[src/rtl/s_axi_regfile_if.sv]
// AXI4 single-beat bus bundle for s_axi_regfile: AW, W, B, AR and R channels.
interface s_axi_regfile_if #(
  parameter int unsigned DATA_W = 32,
  parameter int unsigned ADDR_W = 32,
  parameter int unsigned ID_W   = 4
);
  logic [ID_W-1:0]     awid_i;
  logic [ADDR_W-1:0]   awaddr_i;
  logic                awvalid_i;
  logic                awready_o;
  logic [DATA_W-1:0]   wdata_i;
  logic [DATA_W/8-1:0] wstrb_i;
  logic                wvalid_i;
  logic                wready_o;
  logic [ID_W-1:0]     bid_o;
  logic [1:0]          bresp_o;
  logic                bvalid_o;
  logic                bready_i;
  logic [ID_W-1:0]     arid_i;
  logic [ADDR_W-1:0]   araddr_i;
  logic                arvalid_i;
  logic                arready_o;
  logic [ID_W-1:0]     rid_o;
  logic [DATA_W-1:0]   rdata_o;
  logic [1:0]          rresp_o;
  logic                rlast_o;
  logic                rvalid_o;
  logic                rready_i;

  modport slave (
    input  awid_i, awaddr_i, awvalid_i, wdata_i, wstrb_i, wvalid_i, bready_i,
           arid_i, araddr_i, arvalid_i, rready_i,
    output awready_o, wready_o, bid_o, bresp_o, bvalid_o,
           arready_o, rid_o, rdata_o, rresp_o, rlast_o, rvalid_o
  );

  modport master (
    output awid_i, awaddr_i, awvalid_i, wdata_i, wstrb_i, wvalid_i, bready_i,
           arid_i, araddr_i, arvalid_i, rready_i,
    input  awready_o, wready_o, bid_o, bresp_o, bvalid_o,
           arready_o, rid_o, rdata_o, rresp_o, rlast_o, rvalid_o
  );
endinterface

[src/rtl/s_axi_regfile.sv]
// AXI4 single-beat slave register bank with byte-strobe writes and a flat register bus.
// Optional S_AXI_REGFILE_WR_PULSE_EN adds wr_pulse_o, one-cycle per-register write strobes.
module s_axi_regfile #(
  parameter int unsigned       DATA_W    = 32,
  parameter int unsigned       ADDR_W    = 32,
  parameter int unsigned       ID_W      = 4,
  parameter int unsigned       NUM_REGS  = 8,
  parameter logic [DATA_W-1:0] RESET_VAL = '0
) (
  input  logic                       clk,
  input  logic                       areset,
  s_axi_regfile_if.slave             axi,
  output logic [NUM_REGS*DATA_W-1:0] regs_o
`ifdef S_AXI_REGFILE_WR_PULSE_EN
  ,output logic [NUM_REGS-1:0]       wr_pulse_o
`endif
);
  localparam int unsigned STRB_W = DATA_W / 8;
  localparam int unsigned OFF_W  = $clog2(STRB_W);
  localparam int unsigned IDX_W  = (NUM_REGS > 1) ? $clog2(NUM_REGS) : 1;
  localparam int unsigned AIDX_W = ADDR_W - OFF_W;
  localparam logic [AIDX_W-1:0] NUM_REGS_A = AIDX_W'(NUM_REGS);
  localparam logic [1:0] RESP_OKAY   = 2'b00;
  localparam logic [1:0] RESP_SLVERR = 2'b10;

  typedef enum logic {W_IDLE, W_RESP} wstate_t;
  typedef enum logic {R_IDLE, R_DATA} rstate_t;

  wstate_t wstate, wstate_nxt;
  rstate_t rstate, rstate_nxt;

  logic              aw_held, w_held, aw_ok_q;
  logic [IDX_W-1:0]  aw_idx_q;
  logic [ID_W-1:0]   awid_q;
  logic [DATA_W-1:0] wdata_q;
  logic [STRB_W-1:0] wstrb_q;

  logic              aw_rdy, w_rdy, ar_rdy, aw_hs, w_hs, ar_hs, commit;
  logic              aw_ok_in, ar_ok, cur_ok;
  logic [IDX_W-1:0]  aw_idx_in, ar_idx, cur_idx;
  logic [ID_W-1:0]   cur_awid;
  logic [DATA_W-1:0] cur_wdata, old_word, wr_word, rd_word;
  logic [STRB_W-1:0] cur_wstrb;
  logic              unused_addr_lsb;

  assign aw_ok_in  = axi.awaddr_i[ADDR_W-1:OFF_W] < NUM_REGS_A;
  assign aw_idx_in = axi.awaddr_i[OFF_W +: IDX_W];
  assign ar_ok     = axi.araddr_i[ADDR_W-1:OFF_W] < NUM_REGS_A;
  assign ar_idx    = axi.araddr_i[OFF_W +: IDX_W];
  assign unused_addr_lsb = ^{axi.awaddr_i[OFF_W-1:0], axi.araddr_i[OFF_W-1:0]};

  // AW and W are merged from either the held copy or the live bus, so a beat that
  // completes the pair commits on its own handshake edge.
  always_comb begin
    aw_rdy    = (wstate == W_IDLE) && !aw_held;
    w_rdy     = (wstate == W_IDLE) && !w_held;
    ar_rdy    = (rstate == R_IDLE);
    aw_hs     = axi.awvalid_i && aw_rdy;
    w_hs      = axi.wvalid_i && w_rdy;
    ar_hs     = axi.arvalid_i && ar_rdy;
    cur_awid  = aw_held ? awid_q   : axi.awid_i;
    cur_ok    = aw_held ? aw_ok_q  : aw_ok_in;
    cur_idx   = aw_held ? aw_idx_q : aw_idx_in;
    cur_wdata = w_held  ? wdata_q  : axi.wdata_i;
    cur_wstrb = w_held  ? wstrb_q  : axi.wstrb_i;
    commit    = (wstate == W_IDLE) && (aw_held || aw_hs) && (w_held || w_hs);
    old_word  = regs_o[cur_idx*DATA_W +: DATA_W];
    wr_word   = old_word;
    for (int unsigned b = 0; b < STRB_W; b++) begin
      if (cur_wstrb[b]) wr_word[8*b +: 8] = cur_wdata[8*b +: 8];
    end
    rd_word = ar_ok ? regs_o[ar_idx*DATA_W +: DATA_W] : '0;

    wstate_nxt = wstate;
    case (wstate)
      W_IDLE:  if (commit) wstate_nxt = W_RESP;
      W_RESP:  if (axi.bready_i) wstate_nxt = W_IDLE;
      default: wstate_nxt = W_IDLE;
    endcase
    rstate_nxt = rstate;
    case (rstate)
      R_IDLE:  if (ar_hs) rstate_nxt = R_DATA;
      R_DATA:  if (axi.rready_i) rstate_nxt = R_IDLE;
      default: rstate_nxt = R_IDLE;
    endcase
  end

  assign axi.awready_o = aw_rdy;
  assign axi.wready_o  = w_rdy;
  assign axi.arready_o = ar_rdy;
  assign axi.bvalid_o  = (wstate == W_RESP);
  assign axi.rvalid_o  = (rstate == R_DATA);
  assign axi.rlast_o   = (rstate == R_DATA);

  always_ff @(posedge clk) begin
    if (areset) begin
      wstate      <= W_IDLE;
      aw_held     <= 1'b0;
      w_held      <= 1'b0;
      aw_ok_q     <= 1'b0;
      aw_idx_q    <= '0;
      awid_q      <= '0;
      wdata_q     <= '0;
      wstrb_q     <= '0;
      axi.bid_o   <= '0;
      axi.bresp_o <= RESP_OKAY;
    end else begin
      wstate <= wstate_nxt;
      if (aw_hs && !commit) begin
        aw_held  <= 1'b1;
        aw_ok_q  <= aw_ok_in;
        aw_idx_q <= aw_idx_in;
        awid_q   <= axi.awid_i;
      end
      if (w_hs && !commit) begin
        w_held  <= 1'b1;
        wdata_q <= axi.wdata_i;
        wstrb_q <= axi.wstrb_i;
      end
      if (commit) begin
        aw_held     <= 1'b0;
        w_held      <= 1'b0;
        axi.bid_o   <= cur_awid;
        axi.bresp_o <= cur_ok ? RESP_OKAY : RESP_SLVERR;
      end
    end
  end

  for (genvar k = 0; k < NUM_REGS; k++) begin : g_reg
    logic [DATA_W-1:0] q;
    always_ff @(posedge clk) begin
      if (areset) q <= RESET_VAL;
      else if (commit && cur_ok && (cur_idx == IDX_W'(k))) q <= wr_word;
    end
    assign regs_o[k*DATA_W +: DATA_W] = q;
  end

  // rd_word comes from the pre-edge register contents, so a same-edge write is not seen.
  always_ff @(posedge clk) begin
    if (areset) begin
      rstate      <= R_IDLE;
      axi.rid_o   <= '0;
      axi.rdata_o <= '0;
      axi.rresp_o <= RESP_OKAY;
    end else begin
      rstate <= rstate_nxt;
      if (ar_hs) begin
        axi.rid_o   <= axi.arid_i;
        axi.rdata_o <= rd_word;
        axi.rresp_o <= ar_ok ? RESP_OKAY : RESP_SLVERR;
      end
    end
  end

`ifdef S_AXI_REGFILE_WR_PULSE_EN
  always_ff @(posedge clk) begin
    if (areset) begin
      wr_pulse_o <= '0;
    end else begin
      wr_pulse_o <= '0;
      if (commit && cur_ok) wr_pulse_o[cur_idx] <= 1'b1;
    end
  end
`endif
endmodule
[src/flat_wrapper.sv]
// flat-port wrapper written by rule: the top's interface ports become plain ports
module s_axi_regfile_flat 
#(
  parameter int unsigned       DATA_W    = 32,
  parameter int unsigned       ADDR_W    = 32,
  parameter int unsigned       ID_W      = 4,
  parameter int unsigned       NUM_REGS  = 8,
  parameter logic [DATA_W-1:0] RESET_VAL = '0
)
  (clk, areset, regs_o, axi_awid_i, axi_awaddr_i, axi_awvalid_i, axi_wdata_i, axi_wstrb_i, axi_wvalid_i, axi_bready_i, axi_arid_i, axi_araddr_i, axi_arvalid_i, axi_rready_i, axi_awready_o, axi_wready_o, axi_bid_o, axi_bresp_o, axi_bvalid_o, axi_arready_o, axi_rid_o, axi_rdata_o, axi_rresp_o, axi_rlast_o, axi_rvalid_o);
  s_axi_regfile_if #(.DATA_W(DATA_W), .ADDR_W(ADDR_W), .ID_W(ID_W)) axi_i ();
  input  logic clk;
  input  logic areset;
  output logic [NUM_REGS*DATA_W-1:0] regs_o;
  input wire logic [$bits(axi_i.awid_i)-1:0] axi_awid_i;
  input wire logic [$bits(axi_i.awaddr_i)-1:0] axi_awaddr_i;
  input wire logic [$bits(axi_i.awvalid_i)-1:0] axi_awvalid_i;
  input wire logic [$bits(axi_i.wdata_i)-1:0] axi_wdata_i;
  input wire logic [$bits(axi_i.wstrb_i)-1:0] axi_wstrb_i;
  input wire logic [$bits(axi_i.wvalid_i)-1:0] axi_wvalid_i;
  input wire logic [$bits(axi_i.bready_i)-1:0] axi_bready_i;
  input wire logic [$bits(axi_i.arid_i)-1:0] axi_arid_i;
  input wire logic [$bits(axi_i.araddr_i)-1:0] axi_araddr_i;
  input wire logic [$bits(axi_i.arvalid_i)-1:0] axi_arvalid_i;
  input wire logic [$bits(axi_i.rready_i)-1:0] axi_rready_i;
  output wire logic [$bits(axi_i.awready_o)-1:0] axi_awready_o;
  output wire logic [$bits(axi_i.wready_o)-1:0] axi_wready_o;
  output wire logic [$bits(axi_i.bid_o)-1:0] axi_bid_o;
  output wire logic [$bits(axi_i.bresp_o)-1:0] axi_bresp_o;
  output wire logic [$bits(axi_i.bvalid_o)-1:0] axi_bvalid_o;
  output wire logic [$bits(axi_i.arready_o)-1:0] axi_arready_o;
  output wire logic [$bits(axi_i.rid_o)-1:0] axi_rid_o;
  output wire logic [$bits(axi_i.rdata_o)-1:0] axi_rdata_o;
  output wire logic [$bits(axi_i.rresp_o)-1:0] axi_rresp_o;
  output wire logic [$bits(axi_i.rlast_o)-1:0] axi_rlast_o;
  output wire logic [$bits(axi_i.rvalid_o)-1:0] axi_rvalid_o;
  assign axi_i.awid_i = axi_awid_i;
  assign axi_i.awaddr_i = axi_awaddr_i;
  assign axi_i.awvalid_i = axi_awvalid_i;
  assign axi_i.wdata_i = axi_wdata_i;
  assign axi_i.wstrb_i = axi_wstrb_i;
  assign axi_i.wvalid_i = axi_wvalid_i;
  assign axi_i.bready_i = axi_bready_i;
  assign axi_i.arid_i = axi_arid_i;
  assign axi_i.araddr_i = axi_araddr_i;
  assign axi_i.arvalid_i = axi_arvalid_i;
  assign axi_i.rready_i = axi_rready_i;
  assign axi_awready_o = axi_i.awready_o;
  assign axi_wready_o = axi_i.wready_o;
  assign axi_bid_o = axi_i.bid_o;
  assign axi_bresp_o = axi_i.bresp_o;
  assign axi_bvalid_o = axi_i.bvalid_o;
  assign axi_arready_o = axi_i.arready_o;
  assign axi_rid_o = axi_i.rid_o;
  assign axi_rdata_o = axi_i.rdata_o;
  assign axi_rresp_o = axi_i.rresp_o;
  assign axi_rlast_o = axi_i.rlast_o;
  assign axi_rvalid_o = axi_i.rvalid_o;
  s_axi_regfile #(.DATA_W(DATA_W), .ADDR_W(ADDR_W), .ID_W(ID_W), .NUM_REGS(NUM_REGS), .RESET_VAL(RESET_VAL)) u_core (.clk(clk), .areset(areset), .axi(axi_i), .regs_o(regs_o));
endmodule
[config.mk]
export PLATFORM = sky130hd
export DESIGN_NAME = s_axi_regfile_flat
export DESIGN_NICKNAME = d
export VERILOG_FILES = /design/src/rtl/s_axi_regfile_if.sv /design/src/rtl/s_axi_regfile.sv /design/src/flat_wrapper.sv
export SDC_FILE = /design/constraint.sdc
export NUM_CORES = 1
export LEC_CHECK = 0
export CAP_MARGIN = 5
export CORE_MARGIN = 5
export CORE_UTILIZATION = 33
export DETAILED_ROUTE_END_ITERATION = 7
export DONT_BUFFER_PORTS = 1
export RECOVER_POWER = 50
export SLEW_MARGIN = 30
export SYNTH_ARGS = -nofsm -noshare
export SYNTH_HDL_FRONTEND = slang
export SYNTH_SLANG_ARGS = --single-unit
[constraint.sdc]
create_clock -name clk -period 1.8 [get_ports clk]
set_input_delay 0.27 -clock clk [delete_from_list [all_inputs] [get_ports clk]]
set_output_delay 0.27 -clock clk [all_outputs]
set_load 0.005 [all_outputs]
# Word level (Yosys, flattened, before mapping)
# Cells that the tools add are included.
# word_totals
regBits	348
latchBits	0
ramBits	0
romBits	0
in_bits	115
out_inout_bits	306
wordCells	78
mem_count	0
# op_classes
n_addsub	0
mul	0
div_mod_pow	0
n_lt_le_gt_ge	2
n_eq_ne	7
n_shift	2
mux	18
bitwise_logic	2
n_reduce_logical	25
# ops
cell	count
$shiftx 256x9->32	2
$mux 32	2
$lt 30x4->1 const B	2
$mux 8	4
$logic_and 1x1->1	18
$eq 3x3->1 const B	4
$mux 4	2
$eq 3x2->1 const B	2
$mux 1	5
$mux 2	2
$pmux 1 s2	2
$eq 3x1->1 const B	1
$logic_not 1->1	3
$logic_not 3->1	1
$mux 3	1
$logic_or 1x1->1	2
$not 1->1	2
$reduce_or 2->1	1

# Longest topological paths before layout
# logic_depth
depth_word	8
ltp_mapped	9
ltp_nobuf	5

# Least setup slack after synthesis
# Ideal clock, no wire load.
# synth_path
kind	flip-flop to flip-flop
start	register u_core.aw_held
end	register u_core.g_reg[7].q[0]
setup_ns	0.117
arrival_time_ns	1.883
required_time_ns	1.683
setup_slack_ns	-0.200
stages_incl_launch_ff	9
n_path_buf	3
path_cell_list	dfxtp_1 buf_6 inv_2 mux2_2 buf_6 buf_6 a221o_1 or2_1 a32o_1
# synth_between
elab_chain_cells	8
elab_cells_between_ends	13
classes_between	eq/ne: 1; shift: 1; mux: 3; reduce/logical: 8
# synth_lines
element	line_no	text
start: declaration	s_axi_regfile.sv:32	logic aw_held, w_held, aw_ok_q;
start signal: assignment	s_axi_regfile.sv:98	aw_held <= 1'b0;
start signal: assignment	s_axi_regfile.sv:110	aw_held <= 1'b1;
start signal: assignment	s_axi_regfile.sv:121	aw_held <= 1'b0;
parallel branches: the longest is 8 deep, another holds $shiftx 256x9->32	n/a	
end signal: assignment	s_axi_regfile.sv:133	else if (commit && cur_ok && (cur_idx == IDX_W'(k))) q <= wr_word;
end: declaration	s_axi_regfile.sv:130	logic [DATA_W-1:0] q;
# Parallel ways; which one is timed is not known.
# A chain may end at the register's enable or synchronous reset.

# Final worst setup path
# layout_path
start	register u_core.aw_held
end	register u_core.g_reg[7].q[1]
# The elaborated chain is that of the path after synthesis.

==> impl_results.md <==
* Status: finished with violations
* Violated checks: DRC, setup timing
* Antenna viol nets, final at 0
* Clock Skews at between 20 and 30 ps
* Number of synthesized register bits at 346
* CTS tree: yes
* Worst skew pair latency at a little under 600 ps
* Initial core utilization at 33.3%
* GRT Overall Usage at 29.1%
* Final worst-path cycle share at 119%
* Largest net degree at the start of global routing at 86
* Clk buf depth at 3
* Synth cell types at 69
* Leakage at 7.76 nW
* Clk pin slew, worst setup/hold paths at around 60 ps
* CP peak stage delay at around 480 ps
* First-pass GRT wire length at 123000 um
* Vias in the first global route at approximately 17000
* Die W at 238 um
* Post-Synthesis Cell Area at between 15000 and 20000 um^2
* CP startpoint: u_core.aw_held
* Via total after detailed routing at 17700
* Row count at 83
* Final WS setup at -336 ps
* Die Footprint at 56500 um^2
* Synth Area per Inst at 9.46 um^2
* Slowest CP cell: dfxtp_4
* Largest area contributor in the netlist: dfxtp_1
* Share of post-route cells with drive strength above 1 at 27.4%
* Ys Warns at 0
* Core ar. at 51400 um^2
* TritonCTS Buffers at 41
* Post-synth EDFFs at 0
* Setup crit end kind: flip-flop
* Hold WS at approximately 22 ps
* Max-Cap Viols at 0
* P per Cell Area at between 800 and 900 nW/um^2
* Filler Cell Count at 4917
* Worst Path Buf+Inv at 1
* H-Tree Level Count at 2
* Worst hold start: axi_araddr_i[4]
* Final min period at 2140 ps
* Worst setup SP type: flip-flop
* Area contributors post-synth: dfxtp_1, mux4_2, nand2_1, o2bb2ai_1, o31ai_1
* Worst vdd ir at 0.540 mV
* Crit Path Class: flip-flop to flip-flop
* Clock Sinks at about 350
* Setup violators final at 258
* Drt drc at 6
* RSZ-0062 raised after global routing: yes
* Worst hold-check path type: input pin to flip-flop
* Chip Height at between 200 and 250 um
* Slew headroom at 35.6%
* Reg-to-Reg End: u_core.g_reg[7].q[1]
* Cell count of the worst reg-to-reg path at 6
* Sequential fraction of the synthesis area at roughly two fifths
* Critical Path RT at 2260 ps
* Area of the multi-input gates at 9820 um^2
* N_diodes at 0
* Worst Path Max Fanout at 17
* Dpl cell area at 20000 um^2
* DR vias/cell at roughly 6.4
* Fin. max-slew vios at 0
* Reg area at 6940 um^2
* Antenna violations before repair at 0
* Avg WL per Cell at 31.6 um
* Final Hold Vio Count at 0
* Async S/R FF share, synth at 0%
* Synth cell count leaders: dfxtp_1, nand2_1, o2bb2ai_1, nor2_1, o31ai_1
* RR Startpoint: u_core.aw_held
* Arrival time worst endpoint at approximately 2600 ps
* Hold depth at 3
* Nets@finish at 2162
* Post-route cell area at around 23000 um^2
* Routed wire length at 87100 um
* Slew @ Worst Pin at 963 ps
* I/O pin count at ~420
* Max frequency at between 0.4 and 0.5 GHz
* HPWL Detailed at about 59000 um
* Yosys top cell area share at 40.5%
* Starting DRT DRC Count at ~2100
* Pre-Repair DR Iteration Count at 8
* Overflow after GRT at 0
* Port Buffers at 0
* Most frequently used flop master after synthesis: dfxtp_1
* Worst hold endpoint: u_core.axi.rdata_o[26]
* Sequence of cells on the critical path: o22ai_1, a211o_1, a21bo_2, or2_4, bufbuf_16, o2bb2ai_1
* Placer Congestion at 0.940
* Mapped Cells at between 1500 and 2000
* R2R Setup Slk at -340 ps
* Synth-to-Final Area Change at 31.6%
* Top-count cell post-synth: dfxtp_1
* CTS Root Cell: clkbuf_16
* Crit-path leading delay family: compound AO/OA/AOI/OAI gates
registers in the layout, indices dropped and copies added, names as in the netlist, 3 cells and up:
signal	count
u_core.awid_q	4
u_core.g.q	256
u_core.wstrb_q	4
u_core.axi.bid_o	4
u_core.aw_idx_q	3
u_core.axi.rid_o	4
u_core.axi.rdata_o	32
u_core.wdata_q	32
metrics by stage:
| step | cells | total power [mW] | util (%) | TNS, ps | setup slack (ps) |
|---|---|---|---|---|---|
| floorplan | 1812 | 9.62 | - | -12700 | -136 |
| global placement | 2611 | 10.8 | 38.9 | -68320 | -369 |
| detailed placement | 2611 | 10.8 | 38.9 | -79500 | -435 |
| CTS | 2752 | 19.3 | 43.3 | -47370 | -295 |
| global route | 2754 | 19.9 | 43.9 | -68750 | -355 |
| finish | 2754 | 19.4 | 43.9 | -54130 | -336 |
cell type report:
cell class,count,share of cell area [%]
Clock buffer,60,5.41
Inverter,50,0.844
Clock inverter,10,0.383
Multi-Input combinational cell,1259,43.6
Tap cell,680,3.77
Sequential cell,346,30.8
Timing Repair Buffer,349,15.2
layer usage:
| metal | vias to the layer above | share of wire [%] | track usage [%] |
|---|---|---|---|
| met1 | 8721 | 37 | 36.5 |
| met3 | 249 | 14 | 11.4 |
| met4 | 0 | 4.7 | 12.8 |
| li1 | 7441 | - | - |
| met5 | - | 0 | 0 |
| met2 | 1285 | 44 | 44.6 |
worst max path at each step:
stage / to / cells past startpoint
after global placement: u_core.g_reg[7].q[0] / 7
after CTS: u_core.g_reg[0].q[15] / 6
after detailed placement: u_core.g_reg[0].q[15] / 6
final: u_core.g_reg[7].q[1] / 6
after floorplan: u_core.g_reg[7].q[19] / 9
after global routing: u_core.g_reg[0].q[15] / 6
cells by family (layout without fill, tap and decap cells):
group	Yosys count	after routing	synth area share, %
compound gates	626	626	28.9
buf+inv	208	469	5.55
flops	346	346	40.5
mux	130	130	12.3
other cells	1	2	0.0219
simple gates	500	501	12.7
worst reg2reg max path: cells and delay by family, from the launching register on:
kind / cells / cell delay, ps
compound gates: 4 / 940
flops: 1 / 480
buf+inv: 1 / 320
simple gates: 1 / 280
power by group:
part / total [mW] / internal [mW] / switching [mW] / leakage, nW
clock: 8.30 / 4.82 / 3.48 / 0.637
sequential: 7.94 / 7.79 / 0.155 / 2.80
combinational: 3.19 / 1.30 / 1.89 / 4.33
cells in the final DEF (no fill, tap or decap), drive strengths merged, types with 12 or more instances in the layout:
| master | count |
|---|---|
| buf | 281 |
| a21o | 13 |
| o2bb2ai | 129 |
| a32o | 15 |
| and3 | 27 |
| a32oi | 22 |
| nor4 | 12 |
| o32ai | 19 |
| o31ai | 81 |
| dfxtp | 346 |
| inv | 51 |
| o21ai | 72 |
| nor2 | 94 |
| or2 | 20 |
| o211ai | 42 |
| mux4 | 64 |
| nand2 | 303 |
| clkbuf | 73 |
| dlygate4sd3 | 54 |
| a2bb2oi | 32 |
| mux2i | 56 |
| a21oi | 63 |
| a222oi | 50 |
repair_timing:
action	CTS	global route
setup endpoints to repair	285	303
setup buffers	12	1
pin swaps	18	26
cloned	4	1
gates resized for setup	49	65
endpoints found under the hold margin	89	0
hold buffers	55	0
Power figures use the tool's default switching activity.
